### src/rtl/guvm_arb_pkg.sv
// Shared types and limits for the fetch/data memory-port arbiter.
// Latency: n/a (types and constants only).
// Backpressure: n/a.
package guvm_arb_pkg;

    // Identifies which core port issued a granted transaction.
    typedef enum logic {
        OWNER_INSTR = 1'b0,
        OWNER_DATA  = 1'b1
    } owner_e;

    // Upper bound on the outstanding-transaction parameter of the arbiter.
    localparam int MAX_OUTSTANDING_LIMIT = 8;

    // Returns the requester that should win the next tie.
    function automatic owner_e other_owner(input owner_e o);
        return (o == OWNER_INSTR) ? OWNER_DATA : OWNER_INSTR;
    endfunction

endpackage

### src/rtl/guvm_owner_fifo.sv
// In-order record of which requester owns each granted memory transaction.
// Latency: push visible at head the cycle after the write; head is combinational from the read pointer.
// Backpressure: none internally; the caller must not push when full or pop when empty.
//
// Ports:
//   clk_i, rst_i    clock and synchronous active-high reset (empties the FIFO)
//   i_push          write i_push_owner at the tail
//   i_push_owner    owner of the transaction being granted
//   i_pop           retire the head entry
//   o_head          owner of the oldest outstanding transaction
//   o_count         number of stored entries (0..DEPTH)
module guvm_owner_fifo
    import guvm_arb_pkg::*;
#(
    parameter int DEPTH = 2,
    parameter int CNT_W = $clog2(DEPTH + 1)
) (
    input  logic             clk_i,
    input  logic             rst_i,
    input  logic             i_push,
    input  owner_e           i_push_owner,
    input  logic             i_pop,
    output owner_e           o_head,
    output logic [CNT_W-1:0] o_count
);

    localparam int PTR_W = (DEPTH > 1) ? $clog2(DEPTH) : 1;

    owner_e           r_mem [DEPTH];
    logic [PTR_W-1:0] r_wr_ptr;
    logic [PTR_W-1:0] r_rd_ptr;
    logic [CNT_W-1:0] r_count;

    // Pointers wrap at DEPTH, which need not be a power of two.
    function automatic logic [PTR_W-1:0] ptr_inc(input logic [PTR_W-1:0] p);
        if (p == PTR_W'(DEPTH - 1)) begin
            return '0;
        end
        return p + 1'b1;
    endfunction

    // Storage needs no reset: entries are only read once counted valid.
    always_ff @(posedge clk_i) begin
        if (i_push) begin
            r_mem[r_wr_ptr] <= i_push_owner;
        end
    end

    always_ff @(posedge clk_i) begin
        if (rst_i) begin
            r_wr_ptr <= '0;
            r_rd_ptr <= '0;
            r_count  <= '0;
        end else begin
            if (i_push) begin
                r_wr_ptr <= ptr_inc(r_wr_ptr);
            end
            if (i_pop) begin
                r_rd_ptr <= ptr_inc(r_rd_ptr);
            end
            case ({i_push, i_pop})
                2'b10:   r_count <= r_count + 1'b1;
                2'b01:   r_count <= r_count - 1'b1;
                default: r_count <= r_count;
            endcase
        end
    end

    assign o_head  = r_mem[r_rd_ptr];
    assign o_count = r_count;

endmodule

### src/rtl/guvm_mem_arbiter.sv
// Round-robin share of one req/gnt/rvalid memory port between instruction fetch and data.
// Latency: zero added; gnt/rvalid are combinational from mem_gnt_i/mem_rvalid_i.
// Backpressure: selection locks until granted; requests stall while MAX_OUTSTANDING are unanswered.
//
// Ports:
//   clk_i, rst_i                      clock, synchronous active-high reset
//   instr_req/addr/gnt/rvalid/rdata   fetch port (read-only)
//   data_req/we/be/addr/wdata/gnt/rvalid/rdata   load/store port
//   mem_req/we/be/addr/wdata/gnt/rvalid/rdata    shared memory port, in-order responses
//   err_o                             sticky: response arrived with nothing outstanding
module guvm_mem_arbiter
    import guvm_arb_pkg::*;
#(
    parameter int MAX_OUTSTANDING = 2,
    parameter int ADDR_W          = 32,
    parameter int DATA_W          = 32
) (
    input  logic                clk_i,
    input  logic                rst_i,

    input  logic                instr_req_i,
    input  logic [ADDR_W-1:0]   instr_addr_i,
    output logic                instr_gnt_o,
    output logic                instr_rvalid_o,
    output logic [DATA_W-1:0]   instr_rdata_o,

    input  logic                data_req_i,
    input  logic                data_we_i,
    input  logic [DATA_W/8-1:0] data_be_i,
    input  logic [ADDR_W-1:0]   data_addr_i,
    input  logic [DATA_W-1:0]   data_wdata_i,
    output logic                data_gnt_o,
    output logic                data_rvalid_o,
    output logic [DATA_W-1:0]   data_rdata_o,

    output logic                mem_req_o,
    output logic                mem_we_o,
    output logic [DATA_W/8-1:0] mem_be_o,
    output logic [ADDR_W-1:0]   mem_addr_o,
    output logic [DATA_W-1:0]   mem_wdata_o,
    input  logic                mem_gnt_i,
    input  logic                mem_rvalid_i,
    input  logic [DATA_W-1:0]   mem_rdata_i,

    output logic                err_o
);

    localparam int BE_W  = DATA_W / 8;
    localparam int CNT_W = $clog2(MAX_OUTSTANDING + 1);

    owner_e           r_prio;
    logic             r_locked;
    owner_e           r_lock_owner;
    logic             r_err;

    owner_e           w_sel;
    logic             w_sel_req;
    logic             w_not_full;
    logic             w_hs;
    logic             w_rsp_ok;
    logic             w_stray;
    owner_e           w_head;
    logic [CNT_W-1:0] w_cnt;

    // Selection: a pending ungranted request keeps its slot; otherwise a lone
    // requester wins, and a tie goes to r_prio.
    always_comb begin
        w_sel = r_prio;
        if (r_locked) begin
            w_sel = r_lock_owner;
        end else if (instr_req_i && !data_req_i) begin
            w_sel = OWNER_INSTR;
        end else if (data_req_i && !instr_req_i) begin
            w_sel = OWNER_DATA;
        end
    end

    assign w_sel_req  = (w_sel == OWNER_DATA) ? data_req_i : instr_req_i;
    assign w_not_full = (w_cnt < CNT_W'(MAX_OUTSTANDING));

    // Deliberately independent of mem_rvalid_i: a slot freed by this cycle's
    // response is only reusable next cycle, which keeps rvalid off the req path.
    assign mem_req_o  = w_sel_req & w_not_full & ~rst_i;
    assign w_hs       = mem_req_o & mem_gnt_i;

    // Payload mux; fetches are always full-word reads.
    always_comb begin
        mem_we_o    = 1'b0;
        mem_be_o    = {BE_W{1'b1}};
        mem_addr_o  = instr_addr_i;
        mem_wdata_o = '0;
        if (w_sel == OWNER_DATA) begin
            mem_we_o    = data_we_i;
            mem_be_o    = data_be_i;
            mem_addr_o  = data_addr_i;
            mem_wdata_o = data_wdata_i;
        end
    end

    assign instr_gnt_o = w_hs & (w_sel == OWNER_INSTR);
    assign data_gnt_o  = w_hs & (w_sel == OWNER_DATA);

    // A response with nothing outstanding is dropped and flagged rather than
    // popping an empty FIFO.
    assign w_rsp_ok = mem_rvalid_i & (w_cnt != '0) & ~rst_i;
    assign w_stray  = mem_rvalid_i & (w_cnt == '0) & ~rst_i;

    assign instr_rvalid_o = w_rsp_ok & (w_head == OWNER_INSTR);
    assign data_rvalid_o  = w_rsp_ok & (w_head == OWNER_DATA);
    assign instr_rdata_o  = mem_rdata_i;
    assign data_rdata_o   = mem_rdata_i;
    assign err_o          = r_err;

    guvm_owner_fifo #(
        .DEPTH (MAX_OUTSTANDING),
        .CNT_W (CNT_W)
    ) u_owner_fifo (
        .clk_i        (clk_i),
        .rst_i        (rst_i),
        .i_push       (w_hs),
        .i_push_owner (w_sel),
        .i_pop        (w_rsp_ok),
        .o_head       (w_head),
        .o_count      (w_cnt)
    );

    always_ff @(posedge clk_i) begin
        if (rst_i) begin
            r_prio       <= OWNER_DATA;
            r_locked     <= 1'b0;
            r_lock_owner <= OWNER_INSTR;
            r_err        <= 1'b0;
        end else begin
            if (w_hs) begin
                r_prio   <= other_owner(w_sel);
                r_locked <= 1'b0;
            end else if (mem_req_o) begin
                // Freeze the selection so mem_* stays stable until granted.
                r_locked     <= 1'b1;
                r_lock_owner <= w_sel;
            end
            if (w_stray) begin
                r_err <= 1'b1;
            end
        end
    end

endmodule

### config.mk
export PLATFORM = sky130hd
export DESIGN_NAME = guvm_mem_arbiter
export DESIGN_NICKNAME = d
export VERILOG_FILES = /design/src/rtl/guvm_arb_pkg.sv /design/src/rtl/guvm_owner_fifo.sv /design/src/rtl/guvm_mem_arbiter.sv
export SDC_FILE = /design/constraint.sdc
export NUM_CORES = 1
export LEC_CHECK = 0
export BUFFER_PORTS_ARGS = -buffer_cell sky130_fd_sc_hd__buf_4
export CORE_AREA = 2 2 106 108
export DETAILED_ROUTE_END_ITERATION = 10
export DIE_AREA = 0 0 108 110
export PLACE_DENSITY = 0.6
export RECOVER_POWER = 100
export SLEW_MARGIN = 15
export SYNTH_ARGS = -nofsm -noshare
export SYNTH_HDL_FRONTEND = slang
export SYNTH_SLANG_ARGS = --single-unit
### constraint.sdc
create_clock -name clk_i -period 3.62 [get_ports clk_i]
set_clock_uncertainty 0.2 [all_clocks]
set_input_delay 0.181 -clock clk_i [delete_from_list [all_inputs] [get_ports clk_i]]
set_output_delay 0.181 -clock clk_i [all_outputs]
set_load 0.01 [all_outputs]
==> key figures, run 1 <==
Status
  • Status: completed

Global routing
  • Antenna violations before repair: 0
  • GRT Resource Usage Total: 8.12%
  • Vias in the first global route: 1,629
  • GR Overflow Total: 0
  • Largest net degree at the start of global routing: 61
  • First-pass GRT wire length: 7730 um

Setup path
  • CP endpoint kind: output port
  • CP max FO: 60
  • Arr. time, crit path: 2.18 ns
  • Crit path launch type: flip-flop
  • Worst Path Required: 3.24 ns
  • Crit Path Class: reg2out
  • Setup slack, reg-to-reg: 1.42 ns

Logic synthesis
  • Post-Syn Area: 1660 um2
  • Share of the synthesized area in the top cell type: 29.0%
  • Yosys warning total: 0
  • Syn Nets: 336
  • Synth async-reset ratio: 0%
  • Dominant synthesized flop cell: dfxtp_1
  • Area contributors post-synth: buf_4 (29%), mux2_2 (22%), and2_1 (13%), dfxtp_1 (11%), edfxtp_1 (3.6%)
  • Fraction of the yosys area taken by sequential cells: 14.5%
  • Yosys top cell by area: buf_4
  • Post-synth EDFFs: 2
  • Post-Syn Area per Cell: 8.46 um2
  • Yosys cell types: 33
  • Synth Instances: 196
  • Synth Register Bits: 11

Detailed routing
  • DRT Pass-1 Iters: 4
  • DR vias/cell: 3.72
  • Detail Route Antenna Nets: 0
  • DRC: 0
  • Drt wl/cell: 12.7 um
  • DR vias: 1,676
  • Iter 0 DRT Violations: 57
  • Post-Route WL: 5730 um

Timing
  • Final Hold Fails: 0
  • Pins Over Slew Limit: 0
  • Crit share post-route: 70.7%
  • Worst slew pin tran: 0.611 ns
  • FMAX: 0.391 GHz
  • Final Critical Period: 2.56 ns
  • Worst rel slew slack: 59.3%
  • Setup TNS: 0 ns
  • RSZ-0062 raised after global routing: no
  • Setup violators final: 0

Min path
  • Worst Hold Class: in2reg

Cells and area
  • Share of cells above drive strength 1: 53.4%
  • Final core utilization: 23.6%
  • Area grow syn2layout: 52.5%
  • # diodes: 0
  • Nets: 452

Clocking
  • CTS Root Cell: clkbuf_8
  • Post-CTS Setup Bufs: 0
  • Worst-Skew Late Latency: 0.24 ns
  • CTS Sinks: 11
  • Clk slew on worst S/H paths: 0.05 ns
  • CTS Buf Count: 3
  • Resized cells post-CTS: 0
  • Maximum clock path buffer count: 2
  • H-Tree Depth: 1
  • Hold buffer count at CTS: 2
  • CTS tree: built

Die
  • IO Pins: 278
  • Die height: 110 um
  • Die X: 108 um
  • Row Count: 38
  • Starting Density: 15.5%
  • Core box area: 10,700 um2
  • Die area: 11,900 um2

Power and ir drop
  • PD cells: 262 nW/um2
  • Internal power: 0.000427 W
  • Maximum VDD drop: 0.102 mV
  • Switching Fraction: 35.6%
  • Sequential share of power: 22.0%
  • Switch Pwr: 0.000236 W
  • Leakage: 1.12 nW
  • Share of total power in the clock network: 18.7%
  • Comb power frac: 59.3%

Place
  • Hpwl dp: 4870 um
  • Routability cong.: 0.729
  • Port bufs: 181

Flow run
  • Max cap viols: 0
## kinds of logic (layout without fill, tap and decap cells)
logic type	Yosys count	in the layout	share of synthesized area [%]
buffers and inverters	76	191	33.7
AND/OR/NAND/NOR	57	57	19.8
multiplexers	33	33	22.3
AO/OA/AOI/OAI	14	14	6.79
flip-flops	11	11	14.5
XOR/XNOR	4	4	2.11
adder cells (fa/ha/maj)	1	1	0.755
## metrics by stage
stage / std cells / hold slack (ns) / power [W] / cell area, um2 / setup WS [ns]
2_1_floorplan: 196 / 0.0928 / 0.000432 / 1660 / 1.55
3_3_place_gp: 445 / 0.162 / 0.000592 / 2670 / 1.38
3_5_place_dp: 445 / 0.162 / 0.000598 / 2670 / 1.30
4_1_cts: 451 / 0.0113 / 0.000726 / 2730 / 1.06
5_1_grt: 451 / 0.0136 / 0.000709 / 2530 / 0.886
6_report: 451 / 0.0128 / 0.000663 / 2530 / 1.06
## synthesized netlist by cell type (2+ instances only)
library cell and count:
nor2b_1 2, xnor2_1 2, xor2_1 2, nand2b_1 4
edfxtp_1 2, nor2_1 12, mux2_2 32, a21oi_1 3
inv_1 3, buf_4 64, dfxtp_1 9, clkbuf_1 2
o21ai_0 2, buf_6 4, buf_2 2, and2_1 34
## final cells by class
cell class / count / area (um2)
clock buffer: 3 / 41.3
clock inverter: 1 / 5.00
tap: 140 / 175
sequential: 11 / 240
fill: 1211 / 8170
inverter: 3 / 11.3
timing repair buffer: 184 / 1200
multi-input combinational: 109 / 860
## power by group through the flow
stage               Clock, W  Sequential (W)  Combinational [W]
finish              0.000124        0.000146           0.000393
global route        0.000133        0.000147           0.000429
CTS                 0.000127        0.000146           0.000454
detailed placement         0        0.000148           0.000450
global placement           0        0.000148           0.000444
floorplan                  0        0.000147           0.000286
## worst max-delay path, stage by stage (launching register included)
cell	delay (ns)
dfxtp_1	0.34
a21boi_0	0.13
o31ai_4	0.58
buf_12	0.32
mux2_2	0.38
clkbuf_1	0.14
## flip-flops by register name, summed over array words and instances (netlist names), named ones only
register and count:
u_owner_fifo.o_count 2, u_owner_fifo.r_mem 2, err_o 1, r_lock_owner 1, r_locked 1, r_prio 1
u_owner_fifo.r_rd_ptr 1, u_owner_fifo.r_wr_ptr 1
## layout by cell type (no fill, tap or decap)
cell type,count
a21oi_1,3
o31ai_4,1
nor4_1,1
o21ai_0,2
xnor2_1,2
a211oi_1,1
nor2_1,12
nor3b_1,1
and2_1,14
a21boi_0,1
ha_1,1
mux2i_1,1
edfxtp_1,2
inv_1,3
dfxtp_1,9
a2111o_1,1
nand2_1,1
clkbuf_8,3
nor3_2,1
and2_0,20
clkbuf_4,1
a221oi_1,1
nor2b_1,2
clkbuf_1,54
buf_4,126
or3_1,1
a21o_1,1
xor2_1,2
o21bai_1,1
a211o_1,1
clkinv_2,1
mux2_2,32
nand2b_1,4
dlygate4sd3_1,2
buf_12,1
o21a_1,1
## per-layer routing
| layer | wire [um] | global-route usage (%) | vias to the layer above |
|---|---|---|---|
| li1 | - | - | 813 |
| met1 | 2180 | 9.93 | 728 |
| met3 | 613 | 2.59 | 19 |
| met2 | 2810 | 13.3 | 116 |
| met4 | 131 | 3.11 | 0 |
| met5 | 0 | 0 | - |
## path summary, 6_finish.rpt
kind	start	end	cells past startpoint
worst max-delay path	r_prio$_SDFFE_PP1P_	mem_addr_o[16]	5
worst min-delay path	rst_i	u_owner_fifo.o_count[1]$_SDFFE_PP0P_	2
worst max register to register	u_owner_fifo.o_count[1]$_SDFFE_PP0P_	u_owner_fifo.o_count[1]$_SDFFE_PP0P_	5
worst min register to register	err_o$_SDFFE_PP0P_	err_o$_SDFFE_PP0P_	2
No activity file was read; power rests on OpenSTA's default activity.
==> inputs of run 2 (changes only) <==
ABC_AREA = 1   (was not set)
CORE_AREA = 2 2 107 109   (was 2 2 106 108)
DIE_AREA = 0 0 109 111   (was 0 0 108 110)
clock period = 2.45 ns   (was 3.62 ns; I/O delays follow)
==> run 2 against run 1 <==
Against the previous run:
- clock-buffer cell count unchanged
- register-to-register slack lost 1.1 ns
- non-clock buffer count rose by 1
- synthesized cell count is 60% higher
- largest cell class unchanged
==> key figures, run 2 <==
Timing
  • Worst slew pin tran: 0.513 ns (-0.0982 ns)
  • Final WS setup: 0.182 ns (-0.879 ns)
  • Worst rel slew slack: 65.8% (+6.5 points)
  • Setup TNS: 0 ns (unchanged)
  • Final Hold Fails: 0 (unchanged)
  • FMAX: 0.441 GHz
  • RSZ-0062 raised after global routing: no
  • Setup violators final: 0 (unchanged)
  • Final Critical Period: 2.27 ns
  • Pins Over Slew Limit: 0 (unchanged)
  • Crit share post-route: 92.6%

Cells and area
  • Fin area: 2570 um2 (+1.7%)
  • # diodes: 0 (unchanged)
  • Most common cell after layout, fill and taps aside: buf_4
  • Share of cells above drive strength 1: 28.4% (-25 points)
  • Most frequent cells in the layout: buf_4 (111), nand2_1 (109), clkbuf_1 (70)
  • Layout Cells excl Fill: 572 (+27%)
  • Area grow syn2layout: 48.2%
  • Nets: 570 (+26%)

Clocking
  • CTS Root Cell: clkbuf_16
  • Maximum clock path buffer count: 2 (unchanged)
  • Resized cells post-CTS: 0 (unchanged)
  • CTS Sinks: 11 (unchanged)
  • CTS tree: built
  • CTS Buf Count: 3 (unchanged)
  • H-Tree Depth: 1 (unchanged)
  • Post-CTS Setup Bufs: 0 (unchanged)
  • Worst-Skew Late Latency: 0.24 ns (about the same)

Die
  • Row Count: 39 (+2.6%)
  • IO Pins: 278 (unchanged)
  • Starting Density: 15.7% (+0.17 points)
  • Die X: 109 um (+0.93%)
  • Core box area: 11,100 um2 (+3.5%)
  • Die area: 12,100 um2 (+1.8%)
  • Die height: 111 um (+0.91%)

Detailed routing
  • Iter 0 DRT Violations: 77 (+35%)
  • DRT Pass-1 Iters: 4 (unchanged)
  • Drt wl/cell: 11.4 um (-10%)
  • Detail Route Antenna Nets: 0 (unchanged)
  • Post-Route WL: 6540 um (+14%)
  • DR vias: 2,171 (+30%)
  • DR vias/cell: 3.80 (+2.1%)
  • DRC: 0 (unchanged)

Place
  • Pre-CTS WS: 0.517 ns (-0.786 ns)
  • Placed inst area: 2760 um2 (+3.4%)
  • Routability cong.: 0.732 (+0.34%)
  • Port bufs: 181 (unchanged)
  • Inst Count DP: 566 (+27%)
  • Hpwl dp: 5370 um (+10%)

Setup path
  • Crit Path Class: in2out
  • Crit path launch type: input port
  • Arr. time, crit path: 1.95 ns (-0.23 ns)
  • CP endpoint kind: output port
  • CP max FO: 7 (-88%)
  • Most used cell, CP: nor2_1
  • Critical path buffers and inverters: 4 (+2)
  • Crit path cell chain: dlygate4sd3_1, clkbuf_1, nor2_1, nand2_1, nor2_1, nand3_1, inv_1, buf_4
  • Worst Path Required: 2.13 ns (-1.11 ns)
  • Crit path max-delay family: simple AND/OR/NAND/NOR gates
  • Critical-path top delay cell: dlygate4sd3_1
  • Worst path max stage delay: 0.53 ns (-0.05 ns)

Global routing
  • First-pass GRT wire length: 9940 um (+29%)
  • GR Overflow Total: 0 (unchanged)
  • GRT Resource Usage Total: 10.3% (+2.1 points)
  • Vias in the first global route: 2,193 (+35%)
  • Largest net degree at the start of global routing: 72 (+18%)
  • Antenna violations before repair: 0 (unchanged)

Logic synthesis
  • Yosys top cell by area: buf_4
  • Top post-synthesis cells by count: nand2_1 (107), buf_4 (67), nor2_1 (49)
  • Share of the synthesized area in the top cell type: 29.0% (about the same)
  • Post-Syn Area: 1740 um2 (+4.7%)
  • Post-Syn Area per Cell: 5.53 um2 (-35%)
  • Dominant cell by count in the synthesized netlist: nand2_1
  • Fraction of the yosys area taken by sequential cells: 13.8% (-0.65 points)
  • Yosys cell types: 24 (-27%)
  • Synth Instances: 314 (+60%)
  • Post-synth EDFFs: 2 (unchanged)
  • Area contributors post-synth: buf_4 (29%), nand2_1 (23%), nor2_1 (11%), dfxtp_1 (10%), inv_1 (9.9%)
  • Synth async-reset ratio: 0% (unchanged)
  • Syn Nets: 454 (+35%)
  • Dominant synthesized flop cell: dfxtp_1
  • Synth Register Bits: 11 (unchanged)
  • Yosys warning total: 0 (unchanged)

Power and ir drop
  • PD cells: 452 nW/um2 (+73%)
  • Maximum VDD drop: 0.231 mV (+130%)
  • Leakage: 1.49 nW (+33%)
  • Power consumption: 0.00116 W (+76%)

Min path
  • Worst Hold Class: in2out

Status
  • Status: completed

Flow run
  • Max cap viols: 0 (unchanged)
==> run 2: changes by cell type in the layout (fill, tap and decap cells not counted), sizes merged, moves of 16 or more <==
cell,previous run,this run
and2,34,0
clkbuf,58,74
inv,3,46
mux2,32,0
nand2,1,110
nor2,12,50
==> run 2: repair_timing <==
action / CTS / global route
endpoints found under the hold margin: 4 / 0
endpoints found under the setup margin: 0 / 0
hold buffers: 2 / 0
==> run 2: cell families after synthesis <==
family                     Yosys count  synth area share, %
buffers and inverters              121                 41.5
xor gates and xnor gates             2                 1.01
adders and majority gates            1                0.721
DFF                                 11                 13.8
and+or+nand+nor                    170                 39.9
AOI/OAI and AO/OA                    9                 2.96
==> run 2: power by group <==
| group | switching (W) | total (W) | internal (W) | leakage [nW] |
|---|---|---|---|---|
| clock | 0.0000871 | 0.000304 | 0.000217 | 0.0409 |
| combinational | 0.000377 | 0.000644 | 0.000267 | 1.36 |
| sequential | 0.0000124 | 0.000215 | 0.000203 | 0.0919 |
==> run 2: per-stage QoR <==
step / utilization (%) / hold WS [ns]
CTS: 25.8 / 0.0405
finish: 23.2 / 0.0450
global route: 23.2 / 0.0450
detailed placement: 24.9 / 0.0451
floorplan: - / -0.00512
global placement: 24.9 / 0.0451
==> run 2: cell type report <==
class / count / area, um2
flip-flops and latches: 11 / 240
inverters: 47 / 176
clock inverters: 1 / 5.00
multi-input cells: 182 / 762
fillers: 1308 / 8500
repair buffers: 185 / 1130
well taps: 143 / 179
clock buffers: 3 / 75.1
==> run 2: final timing paths <==
path | start | to | slack (ns) | depth (start not counted)
worst min register to register | err_o$_SDFFE_PP0P_ | err_o$_SDFFE_PP0P_ | 0.28 | 2
worst min-delay path | mem_rdata_i[16] | instr_rdata_o[16] | 0.05 | 0
worst max register to register | r_prio$_SDFFE_PP1P_ | u_owner_fifo.o_count[1]$_SDFFE_PP0P_ | 0.35 | 11
worst max-delay path | rst_i | instr_gnt_o | 0.18 | 8
==> run 2: per-layer routing <==
layer | vias to the layer above | track usage (%) | wire length [um]
li1 | 1072 | - | -
met1 | 931 | 10.7 | 2380
met2 | 127 | 18.4 | 3090
met3 | 41 | 2.47 | 737
met4 | 0 | 5.90 | 337
met5 | - | 0 | 0
==> run 2: worst reg2reg max path, delay by kind of cell (launching register included) <==
kind | cells | cell delay, ns
simple gates | 6 | 0.66
flops | 1 | 0.32
compound gates | 4 | 0.50
fa+ha+maj | 1 | 0.35
